$ cat src/rtl/fir_out_buffer_if.sv
// Sample stream bundle between FIR_filter, the output buffer and its consumer.
// The producer/consumer side uses the master modport; the buffer uses slave.
interface fir_out_buffer_if #(
    parameter int unsigned DataW = 14
);
    logic             vin;
    logic [DataW-1:0] din;
    logic             ready;
    logic             vout;
    logic [DataW-1:0] dout;

    modport master (
        output vin,
        output din,
        output ready,
        input  vout,
        input  dout
    );

    modport slave (
        input  vin,
        input  din,
        input  ready,
        output vout,
        output dout
    );
endinterface

$ cat src/rtl/fir_out_buffer.sv
// Elastic FIFO plus registered output stage behind FIR_filter; flags dropped samples.
// Optional FIR_BUF_STATS_EN adds accepted-sample and dropped-sample counters.
module fir_out_buffer #(
    parameter int unsigned DataW = 14,
    parameter int unsigned Depth = 8,
    parameter int unsigned AddrW = $clog2(Depth)
) (
    input  logic                 clk,
    input  logic                 rst_n,
    fir_out_buffer_if.slave      bus,
    output logic [AddrW:0]       count,
    output logic                 full,
    output logic                 ovf,
`ifdef FIR_BUF_STATS_EN
    output logic [31:0]          samples_in,
    output logic [15:0]          samples_drop,
`endif
    input  logic                 ovf_clr
);

    localparam logic [AddrW:0] DepthCnt = (AddrW + 1)'(Depth);

    logic [DataW-1:0] mem_q [Depth];
    logic [AddrW-1:0] wr_ptr_q, wr_ptr_d;
    logic [AddrW-1:0] rd_ptr_q, rd_ptr_d;
    logic [AddrW:0]   count_q, count_d;
    logic             vout_q, vout_d;
    logic [DataW-1:0] dout_q, dout_d;
    logic             ovf_q, ovf_d;
    logic             full_now;
    logic             push;
    logic             pop;
    logic             drop;

    // Pop refills the output register whenever it is empty or being taken.
    always_comb begin
        full_now = (count_q == DepthCnt);
        pop      = (count_q != '0) && (!vout_q || bus.ready);
        push     = bus.vin && (!full_now || pop);
        drop     = bus.vin && full_now && !pop;
    end

    always_comb begin
        wr_ptr_d = wr_ptr_q;
        rd_ptr_d = rd_ptr_q;
        count_d  = count_q + (AddrW + 1)'(push) - (AddrW + 1)'(pop);
        vout_d   = vout_q;
        dout_d   = dout_q;
        ovf_d    = ovf_q;

        if (push) begin
            wr_ptr_d = wr_ptr_q + AddrW'(1);
        end

        if (pop) begin
            rd_ptr_d = rd_ptr_q + AddrW'(1);
            dout_d   = mem_q[rd_ptr_q];
            vout_d   = 1'b1;
        end else if (vout_q && bus.ready) begin
            vout_d = 1'b0;
        end

        // A drop in the same cycle as a clear keeps the flag set.
        if (drop) begin
            ovf_d = 1'b1;
        end else if (ovf_clr) begin
            ovf_d = 1'b0;
        end
    end

    always_ff @(posedge clk or negedge rst_n) begin
        if (!rst_n) begin
            wr_ptr_q <= '0;
            rd_ptr_q <= '0;
            count_q  <= '0;
            vout_q   <= 1'b0;
            dout_q   <= '0;
            ovf_q    <= 1'b0;
        end else begin
            wr_ptr_q <= wr_ptr_d;
            rd_ptr_q <= rd_ptr_d;
            count_q  <= count_d;
            vout_q   <= vout_d;
            dout_q   <= dout_d;
            ovf_q    <= ovf_d;
        end
    end

    // Storage needs no reset; occupancy is tracked by the pointers and count.
    always_ff @(posedge clk) begin
        if (push) begin
            mem_q[wr_ptr_q] <= bus.din;
        end
    end

    assign bus.vout = vout_q;
    assign bus.dout = dout_q;
    assign count    = count_q;
    assign full     = full_now;
    assign ovf      = ovf_q;

`ifdef FIR_BUF_STATS_EN
    logic [31:0] samples_in_q, samples_in_d;
    logic [15:0] samples_drop_q, samples_drop_d;
    logic [15:0] drop_base;

    // Clear first, then count, so a coincident drop leaves the counter at 1.
    always_comb begin
        samples_in_d   = samples_in_q + 32'(push);
        drop_base      = ovf_clr ? 16'h0000 : samples_drop_q;
        samples_drop_d = drop_base;
        if (drop && (drop_base != 16'hFFFF)) begin
            samples_drop_d = drop_base + 16'h0001;
        end
    end

    always_ff @(posedge clk or negedge rst_n) begin
        if (!rst_n) begin
            samples_in_q   <= '0;
            samples_drop_q <= '0;
        end else begin
            samples_in_q   <= samples_in_d;
            samples_drop_q <= samples_drop_d;
        end
    end

    assign samples_in   = samples_in_q;
    assign samples_drop = samples_drop_q;
`endif

endmodule

$ cat src/flat_wrapper.sv
// flat-port wrapper written by rule: the top's interface ports become plain ports
module fir_out_buffer_flat 
#(
    parameter int unsigned DataW = 14,
    parameter int unsigned Depth = 8,
    parameter int unsigned AddrW = $clog2(Depth)
)
  (clk, rst_n, count, full, ovf, ovf_clr, bus_vin, bus_din, bus_ready, bus_vout, bus_dout);
  fir_out_buffer_if #(.DataW(DataW)) bus_i ();
  input  logic clk;
  input  logic rst_n;
  output logic [AddrW:0] count;
  output logic full;
  output logic ovf;
  input  logic ovf_clr;
  input wire logic [$bits(bus_i.vin)-1:0] bus_vin;
  input wire logic [$bits(bus_i.din)-1:0] bus_din;
  input wire logic [$bits(bus_i.ready)-1:0] bus_ready;
  output wire logic [$bits(bus_i.vout)-1:0] bus_vout;
  output wire logic [$bits(bus_i.dout)-1:0] bus_dout;
  assign bus_i.vin = bus_vin;
  assign bus_i.din = bus_din;
  assign bus_i.ready = bus_ready;
  assign bus_vout = bus_i.vout;
  assign bus_dout = bus_i.dout;
  fir_out_buffer #(.DataW(DataW), .Depth(Depth), .AddrW(AddrW)) u_core (.clk(clk), .rst_n(rst_n), .bus(bus_i), .count(count), .full(full), .ovf(ovf), .ovf_clr(ovf_clr));
endmodule
$ cat config.mk
export PLATFORM = sky130hd
export DESIGN_NAME = fir_out_buffer_flat
export DESIGN_NICKNAME = d
export VERILOG_FILES = /design/src/rtl/fir_out_buffer_if.sv /design/src/rtl/fir_out_buffer.sv /design/src/flat_wrapper.sv
export SDC_FILE = /design/constraint.sdc
export NUM_CORES = 1
export LEC_CHECK = 0
export CAP_MARGIN = 20
export CORE_MARGIN = 2
export CORE_UTILIZATION = 53
export DETAILED_ROUTE_END_ITERATION = 8
export PLACE_DENSITY = 0.73
export SLEW_MARGIN = 10
export SYNTH_ARGS = -nofsm -noshare
export SYNTH_HDL_FRONTEND = slang
export SYNTH_SLANG_ARGS = --single-unit
$ cat constraint.sdc
create_clock -name clk -period 3.3 [get_ports clk]
set_clock_uncertainty 0.2 [all_clocks]
set_input_delay 0.66 -clock clk [delete_from_list [all_inputs] [get_ports clk]]
set_output_delay 0.66 -clock clk [all_outputs]
set_load 0.03 [all_outputs]
== Yosys cells after proc, flatten, opt, wreduce, memory -nomap -nowiden ==
Memory sizes are Yosys's and may differ from the RTL's. A register that Yosys moved wholly into a read port is not among the register bits.
Cells that the tools add are included.

* Memories kept: 1
* Input bits: 19
* Output and inout port bits: 21
* Flip-flop bits (word level): 12
* Bits in writable memories: 112
* Word-level logic and storage cells: 31

{| class="wikitable"
|+ Memories
! memory !! words !! width !! read ports !! clocked after Yosys merged registers in !! wr ports !! RTL line !! RTL
|-
| u_core.mem_q || 8 || 14 || 1 || 1 || 1 || fir_out_buffer.sv:23 || <nowiki>logic [DataW-1:0] mem_q [Depth];</nowiki>
|}

* $add $sub $neg: 4
* Muxes and demuxes: 6
* Reduce and logical (&&, ||, !) cells: 14
* Equal/unequal tests: 1

{| class="wikitable"
|+ Operator list
! operator !! number
|-
| $add 3x1->3 const B || 2
|-
| $mux 1 || 6
|-
| $logic_and 1x1->1 || 5
|-
| $add 4x1->4 || 1
|-
| $eq 4x4->1 const B || 1
|-
| $logic_not 1->1 || 4
|-
| $reduce_bool 2->1 || 2
|-
| $reduce_bool 4->1 || 1
|-
| $sub 4x1->4 || 1
|-
| $logic_or 1x1->1 || 2
|}

== Logic depth before layout (Yosys ltp) ==
Gate-level depths: netlist (run 1).

* Depth in word-level cells: 7
* Gate-level depth with buffers: 10
* Gate-level depth less buffers: 10

== Least setup slack after synthesis (run 1) ==
No wires, ideal clock.

* Kind: register to register
* From: reg u_core.count_q[2], in the netlist u_core.count[2]
* To: mem u_core.mem_q[5][0] (enable)
* Slack: 364 ps
* Clock period less this slack: 2,936 ps
* Cell stages (with the launch flop): 7
* Setup time: 403 ps
* Required time: 2,697 ps
* Arrival: 2,333 ps
* Path buffers: 0
* Cells stage by stage: dfrtp_1 -> inv_1 -> ha_1 -> nor3b_2 -> o21ai_2 -> nand2_1 -> nor3_1

* Cells in the longest elaborated chain, start to end: 6
* Elaborated cells on any way between the ends: 8
* Those cells by class: eq/ne (1); mux (2); reduce/logical (5)

{| class="wikitable"
|+ RTL lines
! item !! RTL line !! RTL
|-
| from (decl) || fir_out_buffer.sv:26 || <nowiki>logic [AddrW:0] count_q, count_d;</nowiki>
|-
| from (signal assigned) || fir_out_buffer.sv:82 || <nowiki>count_q <= count_d;</nowiki>
|-
| $eq 4x4->1 || fir_out_buffer.sv:37 || <nowiki>full_now = (count_q == DepthCnt);</nowiki>
|-
| net full || flat_wrapper.sv:13 || <nowiki>output logic full;</nowiki>
|-
| $logic_not 1->1 || fir_out_buffer.sv:39 || <nowiki>push = bus.vin && (!full_now || pop);</nowiki>
|-
| $logic_or 1x1->1 || fir_out_buffer.sv:39 ||
|-
| $logic_and 1x1->1 || fir_out_buffer.sv:39 ||
|-
| $mux 1 || fir_out_buffer.sv:91 || <nowiki>if (push) begin</nowiki>
|-
| $mux 1 (not written as such) || fir_out_buffer.sv:92 || <nowiki>mem_q[wr_ptr_q] <= bus.din;</nowiki>
|-
| to (decl) || fir_out_buffer.sv:23 ||
|}

The timed path passes the listed nets, and every way through them passes these cells.

== Worst setup path in the final report (run 1) ==
* From: reg u_core.count_q[2], in the netlist u_core.count[2]
* To: out full

* Cells in the longest elaborated chain, start to end: 1

{| class="wikitable"
|+ RTL lines
! item !! RTL line
|-
| $eq 4x4->1 || fir_out_buffer.sv:37
|-
| to (decl) || flat_wrapper.sv:13
|}

Every way passes these cells.

==> run_results.csv, run 1 <==
group,metric,value,unit
route,wl,10200,microns
global_route,grtUsageTotal,0.200,
floorplan,core,10200,sq um
route,vias,2976,
yosys,ys_seq_elements,138,
critical_path,crit_path_start_kind,"flop",
timing,fmax,339,MHz
clock_tree,ctsLongestPathBuffers,2,
critical_path,critical_path_class,"reg -> out",
final_layout,fill_cells,702,
route,drc,0,
timing,hold_slack,0.305,ns
floorplan,rows,37,
critical_path,endpoint_kind,"output port",
final_layout,n_antenna_cell,0,
timing,rsz0062_at_grt,"false",
power,vdd_ir_drop_max,0.532,mV
yosys,syn-num-nets,364,
timing,fin_crit,2.95,ns
timing,hold_viol,0,
global_route,grt_max_degree,34,
route,drt_iter0_drc,188,
yosys,synth.most_common_cell,"edfxtp_1",
final_layout,fin_cells,545,
floorplan,ios,40,
route,drt-pass1-iter-count,4,
floorplan,die_w,106,microns
power,p_per_area,927,nW/um^2
global_route,antenna_found_initial,0,
yosys,yosysSeqAreaShare,0.728,
yosys,yosys-top-cells-area,"edfxtp_1 61%, dfrtp_1 12%, mux2i_1 10%",
timing,tightestPinTransition,0.839,ns
timing,max_slew_margin,0.439,
yosys,yosysUniqueCellTypes,32,
yosys,synth_warnings,0,
yosys,synth_flop_cell,"edfxtp_1",
outcome,status,"completed",
yosys,synth_top_area_cell,"edfxtp_1",
final_layout,fin_nets,425,
yosys,yosysTopAreaCellShare,0.610,
floorplan,dieHeight,106,microns
timing,slew_viol_final,0,
clock_tree,cts_num_sinks,138,
route,ant_nets,0,
yosys,synth_area_per_cell,16.4,sq um
final_layout,seqCellArea,4020,sq um
global_route,grt-ovfl-total,0,
clock_tree,clock_latency,0.50,ns
final_layout,multi_input_comb_area,1290,sq um
clock_tree,cts_tree,"yes",
clock_tree,cts_buffers,17,
critical_path,ff2ff_setup_slack,0.99,ns
floorplan,die_area,11200,sq um
route,wl_per_cell,18.7,microns
critical_path,cp_data_required_time,2.44,ns
final_layout,drive_gt1_frac,0.117,
yosys,syn_inst,336,
route,viasPerCell,5.46,
global_route,grt_pass1_wl,16500,microns
clock_tree,path_clk_slew,0.06,ns
timing,tns,0,ns
flow_run,drv_cap,0,
final_layout,area_growth,19.7,%
placement,dpl.cell_count,514,
final_layout,final_util,0.645,
yosys,synth_common_cells,"112 x edfxtp_1, 56 x mux2i_1, 28 x a22oi_1, 26 x dfrtp_1, 25 x inv_1",
timing,fin_crit_sh,0.894,
clock_tree,post_cts_buffers,0,
yosys,async_flop_share,0.188,
clock_tree,h-tree-depth,4,
placement,dp_hpwl,6200,microns
clock_tree,cts-resized-gates,0,
critical_path,crit_arrival,2.09,ns
placement,portBuffers,39,
clock_tree,clockRootBuffer,"clkbuf_8",
placement,gp_congestion,0.744,
clock_tree,hold_buffers,0,
timing,setup_viol,0,
global_route,grt_pass1_vias,3155,
power,leakage,2.52,nW
yosys,synth_edf_count,112,
critical_path,cp_max_fo,3,
yosys,synth_area,5510,sq um
floorplan,initial_core_util,0.539,
hold_path,hold_path_class,"reg -> reg",
[metrics by stage]
stage / total power [mW] / instance area [sq um] / setup slack, ns
2_1_floorplan: 3.92 / 5510 / 0.364
3_3_place_gp: 4.44 / 6080 / 0.606
3_5_place_dp: 4.50 / 6080 / 0.535
4_1_cts: 6.16 / 6600 / 0.314
5_1_grt: 6.44 / 6600 / 0.253
6_report: 6.12 / 6600 / 0.349
[power by group]
group	switching, mW	internal (mW)	total (mW)
combinational	1.19	0.835	2.03
clock	0.626	1.03	1.66
sequential	0.166	2.27	2.44
total	1.98	4.14	6.12
[path summary, 6_finish.rpt]
kind                       cells past startpoint               start                 end
hold / removal                                 1  u_core.wr_ptr_q[2]  u_core.wr_ptr_q[2]
hold reg to reg                                1  u_core.wr_ptr_q[2]  u_core.wr_ptr_q[2]
setup reg to reg                               6     u_core.count[2]  u_core.mem_q[5][7]
setup / recovery                               4     u_core.count[2]                full
max in group asynchronous                      2               rst_n  u_core.bus.dout[5]
min in group asynchronous                      1               rst_n     u_core.count[0]
[critical path, cell delays in order (launching register included)]
cell	delay (ns)
dfrtp_1	0.38
inv_1	0.11
ha_1	0.15
nor3b_2	0.23
clkdlybuf4s50_1	0.72
[registers in the layout, indices dropped and copies added (netlist names)]
signal	flops
u_core.wr_ptr_q	3
u_core.ovf	1
u_core.mem_q	112
u_core.bus.dout	14
u_core.rd_ptr_q	3
u_core.count	4
u_core.bus.vout	1
[cells by family after synthesis]
logic type,after synthesis,synth area share
AND/OR/NAND/NOR,39,0.0365
buffers and inverters,39,0.0402
AO/OA/AOI/OAI,47,0.0581
multiplexers,58,0.106
flip-flops,138,0.728
adder cells (fa/ha/maj),9,0.0218
XOR/XNOR,6,0.00953
[cell type report]
cell class / count / area share
inverters: 25 / 0.0142
repair buffers: 56 / 0.0785
flip-flops and latches: 138 / 0.608
multi-input cells: 159 / 0.195
well taps: 136 / 0.0258
clock buffers: 27 / 0.0715
clock inverters: 4 / 0.00682
[routing by layer]
layer | vias to the layer above | track usage | share of wire
met5 | - | 0 | 0
met4 | 0 | 0.0573 | 0.0032
met3 | 2 | 0.0527 | 0.058
met2 | 108 | 0.322 | 0.50
met1 | 1479 | 0.271 | 0.44
li1 | 1387 | - | -
[placed cells by master, fill, tap and decap left out]
cell type	instances
xnor2_1	4
nand3_1	16
nand2_1	4
a22oi_1	28
inv_1	25
clkinv_2	3
bufinv_16	1
o21ai_2	2
nand3b_1	2
a21oi_2	1
mux2i_1	56
o21ai_1	13
nor2_1	8
clkbuf_8	3
nor3b_2	1
and2_1	1
fa_1	1
a21oi_1	1
buf_4	17
clkbuf_16	16
nor3_2	2
and2b_1	1
dfrtp_1	25
a21o_1	1
clkbuf_1	8
ha_1	8
or3_1	1
o22ai_1	1
edfxtp_1	112
nand2b_1	1
dfrtp_2	1
clkdlybuf4s50_1	39
mux2_2	1
mux2_1	1
xor2_1	2
nor2b_1	2
No activity file was read; power rests on OpenSTA's default activity.
==> run 2, diff against run 1 <==
- CELL_PAD_IN_SITES_DETAIL_PLACEMENT: default -> 0
- CELL_PAD_IN_SITES_GLOBAL_PLACEMENT: default -> 1
- CORE_UTILIZATION: 53 -> 47
- CTS_BUF_LIST: default -> sky130_fd_sc_hd__clkbuf_8
- PLACE_DENSITY: 0.73 -> default
- PLACE_DENSITY_LB_ADDON: default -> 0.1
- clock period: 3.3 -> 2.7 ns (I/O delays scaled with it)
==> run_results.csv, run 2 (same netlist as run 1, synthesis figures left out) <==
group,metric,value,unit
outcome,status,"completed",
final_layout,drive_gt1_frac,0.158,
timing,setup_ws,0.265,ns
critical_path,ff2ff_setup_slack,0.54,ns
global_route,grt-ovfl-total,0,
timing,fin_crit_sh,0.902,
floorplan,die_w,112,microns
floorplan,rows,39,
placement,placed_area,6220,sq um
floorplan,ios,40,
timing,tightestPinTransition,0.768,ns
floorplan,dieHeight,112,microns
final_layout,finalInstanceArea,6660,sq um
placement,gp_congestion,0.726,
clock_tree,cts_buffers,17,
clock_tree,path_clk_slew,0.08,ns
final_layout,fill_cells,894,
global_route,grt_max_degree,32,
critical_path,cp_max_fo,3,
global_route,antenna_found_initial,0,
hold_path,hold_path_class,"in -> async",
route,drt-pass1-iter-count,4,
timing,tns,0,ns
final_layout,final_cell_mix,"112 x edfxtp_1, 56 x mux2i_1, 38 x clkdlybuf4s50_1",
critical_path,cp_data_required_time,1.96,ns
critical_path,critical_path_class,"reg -> out",
clock_tree,cts_tree,"yes",
route,vias,3023,
critical_path,crit_path_start_kind,"flop",
timing,hold_viol,0,
global_route,grtUsageTotal,0.185,
power,vdd_ir_drop_max,0.928,mV
floorplan,core,11400,sq um
route,ant_nets,0,
timing,max_slew_margin,0.488,
floorplan,die_area,12600,sq um
final_layout,area_growth,20.9,%
global_route,grt_pass1_wl,16900,microns
timing,hold_slack,0.293,ns
placement,portBuffers,39,
critical_path,crit_arrival,1.69,ns
timing,slew_viol_final,0,
clock_tree,clock_latency,0.44,ns
final_layout,seqCellArea,4020,sq um
clock_tree,clockRootBuffer,"clkbuf_8",
flow_run,drv_cap,0,
timing,fmax,411,MHz
final_layout,n_antenna_cell,0,
global_route,grt_pass1_vias,3028,
route,wl_per_cell,19.2,microns
timing,fin_crit,2.43,ns
route,wl,10800,microns
clock_tree,cts_num_sinks,138,
clock_tree,ctsLongestPathBuffers,2,
clock_tree,h-tree-depth,4,
clock_tree,post_cts_buffers,0,
timing,setup_viol,0,
power,fin_total_pwr,7.43,mW
timing,rsz0062_at_grt,"false",
route,viasPerCell,5.38,
power,p_per_area,1110,nW/um^2
clock_tree,hold_buffers,0,
placement,pre_cts_slack,0.0869,ns
final_layout,fin_nets,434,
final_layout,largest_reg_flops,112,
final_layout,largest-register,"u_core.mem_q",
floorplan,initial_core_util,0.483,
final_layout,multi_input_comb_area,1290,sq um
route,drt_iter0_drc,196,
placement,dp_hpwl,6670,microns
route,drc,0,
critical_path,endpoint_kind,"output port",
power,leakage,2.55,nW
final_layout,final_common_cell,"edfxtp_1",
run 2: area by class of cell:
| type | instances | area share |
|---|---|---|
| flip-flops and latches | 138 | 0.603 |
| multi-input cells | 159 | 0.193 |
| clock inverters | 14 | 0.0291 |
| well taps | 143 | 0.0268 |
| clock buffers | 18 | 0.0372 |
| repair buffers | 65 | 0.0971 |
| inverters | 25 | 0.0141 |
run 2: per-stage QoR:
stage               utilization  std cells
detailed placement        0.545        530
floorplan                     -        336
global placement          0.545        530
global route              0.584        562
finish                    0.584        562
CTS                       0.584        562
run 2: worst max-delay path, cell delays in order, from the launching register on:
cell           delay (ns)
dfrtp_1              0.39
inv_1                0.10
ha_1                 0.14
nor3b_2              0.20
dlygate4sd2_1        0.42
run 2: repair_timing:
action / CTS / global route
setup endpoints to repair: 1 / 0
endpoints found under the hold margin: 0 / 0
resized for setup: 1 / 0
run 2: layer usage:
layer	GRT usage	up-vias	part of all wire
met1	0.244	1524	0.44
met3	0.0470	15	0.047
met4	0.0707	0	0.016
met2	0.297	73	0.50
met5	0	-	0
li1	-	1411	-
run 2: worst paths after layout:
kind	from	end	depth (start not counted)
worst max-delay path	u_core.count[2]	full	4
worst min-delay path	rst_n	u_core.bus.dout[4]	2
worst max register to register	u_core.count[2]	u_core.count[2]	9
worst min register to register	u_core.wr_ptr_q[2]	u_core.wr_ptr_q[2]	1
max in group asynchronous	rst_n	u_core.rd_ptr_q[0]	2
min in group clk	u_core.wr_ptr_q[2]	u_core.wr_ptr_q[2]	1
run 2: where the power goes:
part	internal, mW	leakage [nW]	switching (mW)
clock network	1.03	0.219	0.791
registers	2.77	1.32	0.282
logic	1.12	1.01	1.43
==> run 3, diff against run 2 <==
- CORE_UTILIZATION: 47 -> 52
- clock period: 2.7 -> 2.3 ns (I/O delays scaled with it)
==> run_results.csv, run 3 (same netlist as run 1, synthesis figures left out) <==
group,metric,value,unit
hold_path,hold_path_class,"in -> async",
clock_tree,clockRootBuffer,"clkbuf_8",
critical_path,crit_path_start_kind,"flop",
critical_path,cp_top_family,"buffers and inverters",
route,ant_nets,0,
placement,gp_congestion,0.791,
placement,dp_hpwl,6500,microns
timing,slew_viol_final,0,
power,fin_total_pwr,8.70,mW
route,drt_iter0_drc,158,
final_layout,seqCellArea,4020,sq um
global_route,antenna_found_initial,0,
final_layout,fin_nets,439,
final_layout,largest_reg_flops,112,
critical_path,critical_path_class,"reg -> out",
floorplan,die_w,107,microns
placement,pre_cts_slack,-0.228,ns
clock_tree,cts_buffers,17,
critical_path,crit_arrival,1.58,ns
clock_tree,cts_num_sinks,138,
route,viasPerCell,5.36,
critical_path,cp_num_buf_inv,1,
timing,setup_viol,0,
timing,hold_viol,0,
critical_path,cp_cell_sequence,"clkdlybuf4s50_1",
floorplan,core,10300,sq um
final_layout,final_common_cell,"edfxtp_1",
clock_tree,ctsLongestPathBuffers,2,
power,vdd_ir_drop_max,0.920,mV
floorplan,dieHeight,107,microns
floorplan,rows,37,
timing,fmax,447,MHz
placement,portBuffers,39,
clock_tree,post_cts_buffers,0,
placement,dpl.cell_count,528,
final_layout,multi_input_comb_area,1310,sq um
final_layout,final_cell_mix,"112 x edfxtp_1, 56 x mux2i_1, 38 x clkdlybuf4s50_1",
timing,max_slew_margin,0.729,
final_layout,drive_gt1_frac,0.182,
timing,tns,0,ns
critical_path,cp_max_fo,6,
timing,tightestPinTransition,0.406,ns
timing,setup_ws,0.0646,ns
power,leakage,2.57,nW
final_layout,area_growth,21.1,%
critical_path,cp_data_required_time,1.64,ns
timing,rsz0062_at_grt,"false",
global_route,grtUsageTotal,0.198,
timing,fin_crit_sh,0.972,
route,drt-pass1-iter-count,5,
floorplan,die_area,11400,sq um
timing,fin_crit,2.24,ns
global_route,grt_max_degree,32,
global_route,grt-ovfl-total,0,
final_layout,fin_cells,560,
route,wl,10300,microns
critical_path,crit_slowest_cell,"clkdlybuf4s50_1",
flow_run,drv_cap,0,
route,vias,2999,
critical_path,ff2ff_setup_slack,0.14,ns
route,wl_per_cell,18.4,microns
power,p_per_area,1300,nW/um^2
clock_tree,clock_latency,0.43,ns
final_layout,largest-register,"u_core.mem_q",
critical_path,endpoint_kind,"output port",
global_route,grt_pass1_vias,3035,
clock_tree,h-tree-depth,4,
placement,placed_area,6240,sq um
global_route,grt_pass1_wl,16400,microns
clock_tree,path_clk_slew,0.08,ns
floorplan,ios,40,
critical_path,max_stage_delay,0.70,ns
final_layout,fill_cells,726,
route,drc,0,
outcome,status,"completed",
final_layout,finalInstanceArea,6680,sq um
final_layout,n_antenna_cell,0,
floorplan,initial_core_util,0.534,
clock_tree,cts_tree,"yes",
run 3: report_power, final:
part / switching, mW / leakage [nW] / internal, mW
Clock: 0.909 / 0.217 / 1.22
Sequential: 0.273 / 1.32 / 3.25
Combinational: 1.73 / 1.03 / 1.32
run 3: cell type report:
class,instances,share of cell area
clock buffer,18,0.0371
clock inverter,14,0.0292
inverter,25,0.0141
multi-input combinational,159,0.196
sequential,138,0.602
tap,136,0.0255
timing repair buffer,70,0.0963
run 3: repair_timing:
action,CTS,global route
hold buffers,0,0
endpoints found under the setup margin,1,1
resized for setup,3,2
endpoints found under the hold margin,0,0
run 3: final timing paths:
path	endpoint	cells past startpoint	startpoint
max reg2reg	u_core.count[2]	9	u_core.count[2]
max	count[1]	1	u_core.count[1]
min	u_core.bus.dout[5]	2	rst_n
max in group asynchronous	u_core.count[3]	2	rst_n
min reg2reg	u_core.wr_ptr_q[2]	1	u_core.wr_ptr_q[2]
min in group clk	u_core.wr_ptr_q[2]	1	u_core.wr_ptr_q[2]
run 3: per-layer routing:
metal | wire [microns] | global-route usage | up-vias
met5 | 0 | 0 | -
met4 | 170 | 0.0761 | 0
met3 | 439 | 0.0432 | 16
met2 | 4860 | 0.310 | 73
met1 | 4840 | 0.274 | 1485
li1 | - | - | 1425
run 3: through the flow:
stage	hold slack, ns	util
after floorplan	-0.0356	-
after global placement	0.290	0.604
after detailed placement	0.296	0.604
after CTS	0.221	0.647
after global routing	0.256	0.647
final	0.226	0.647
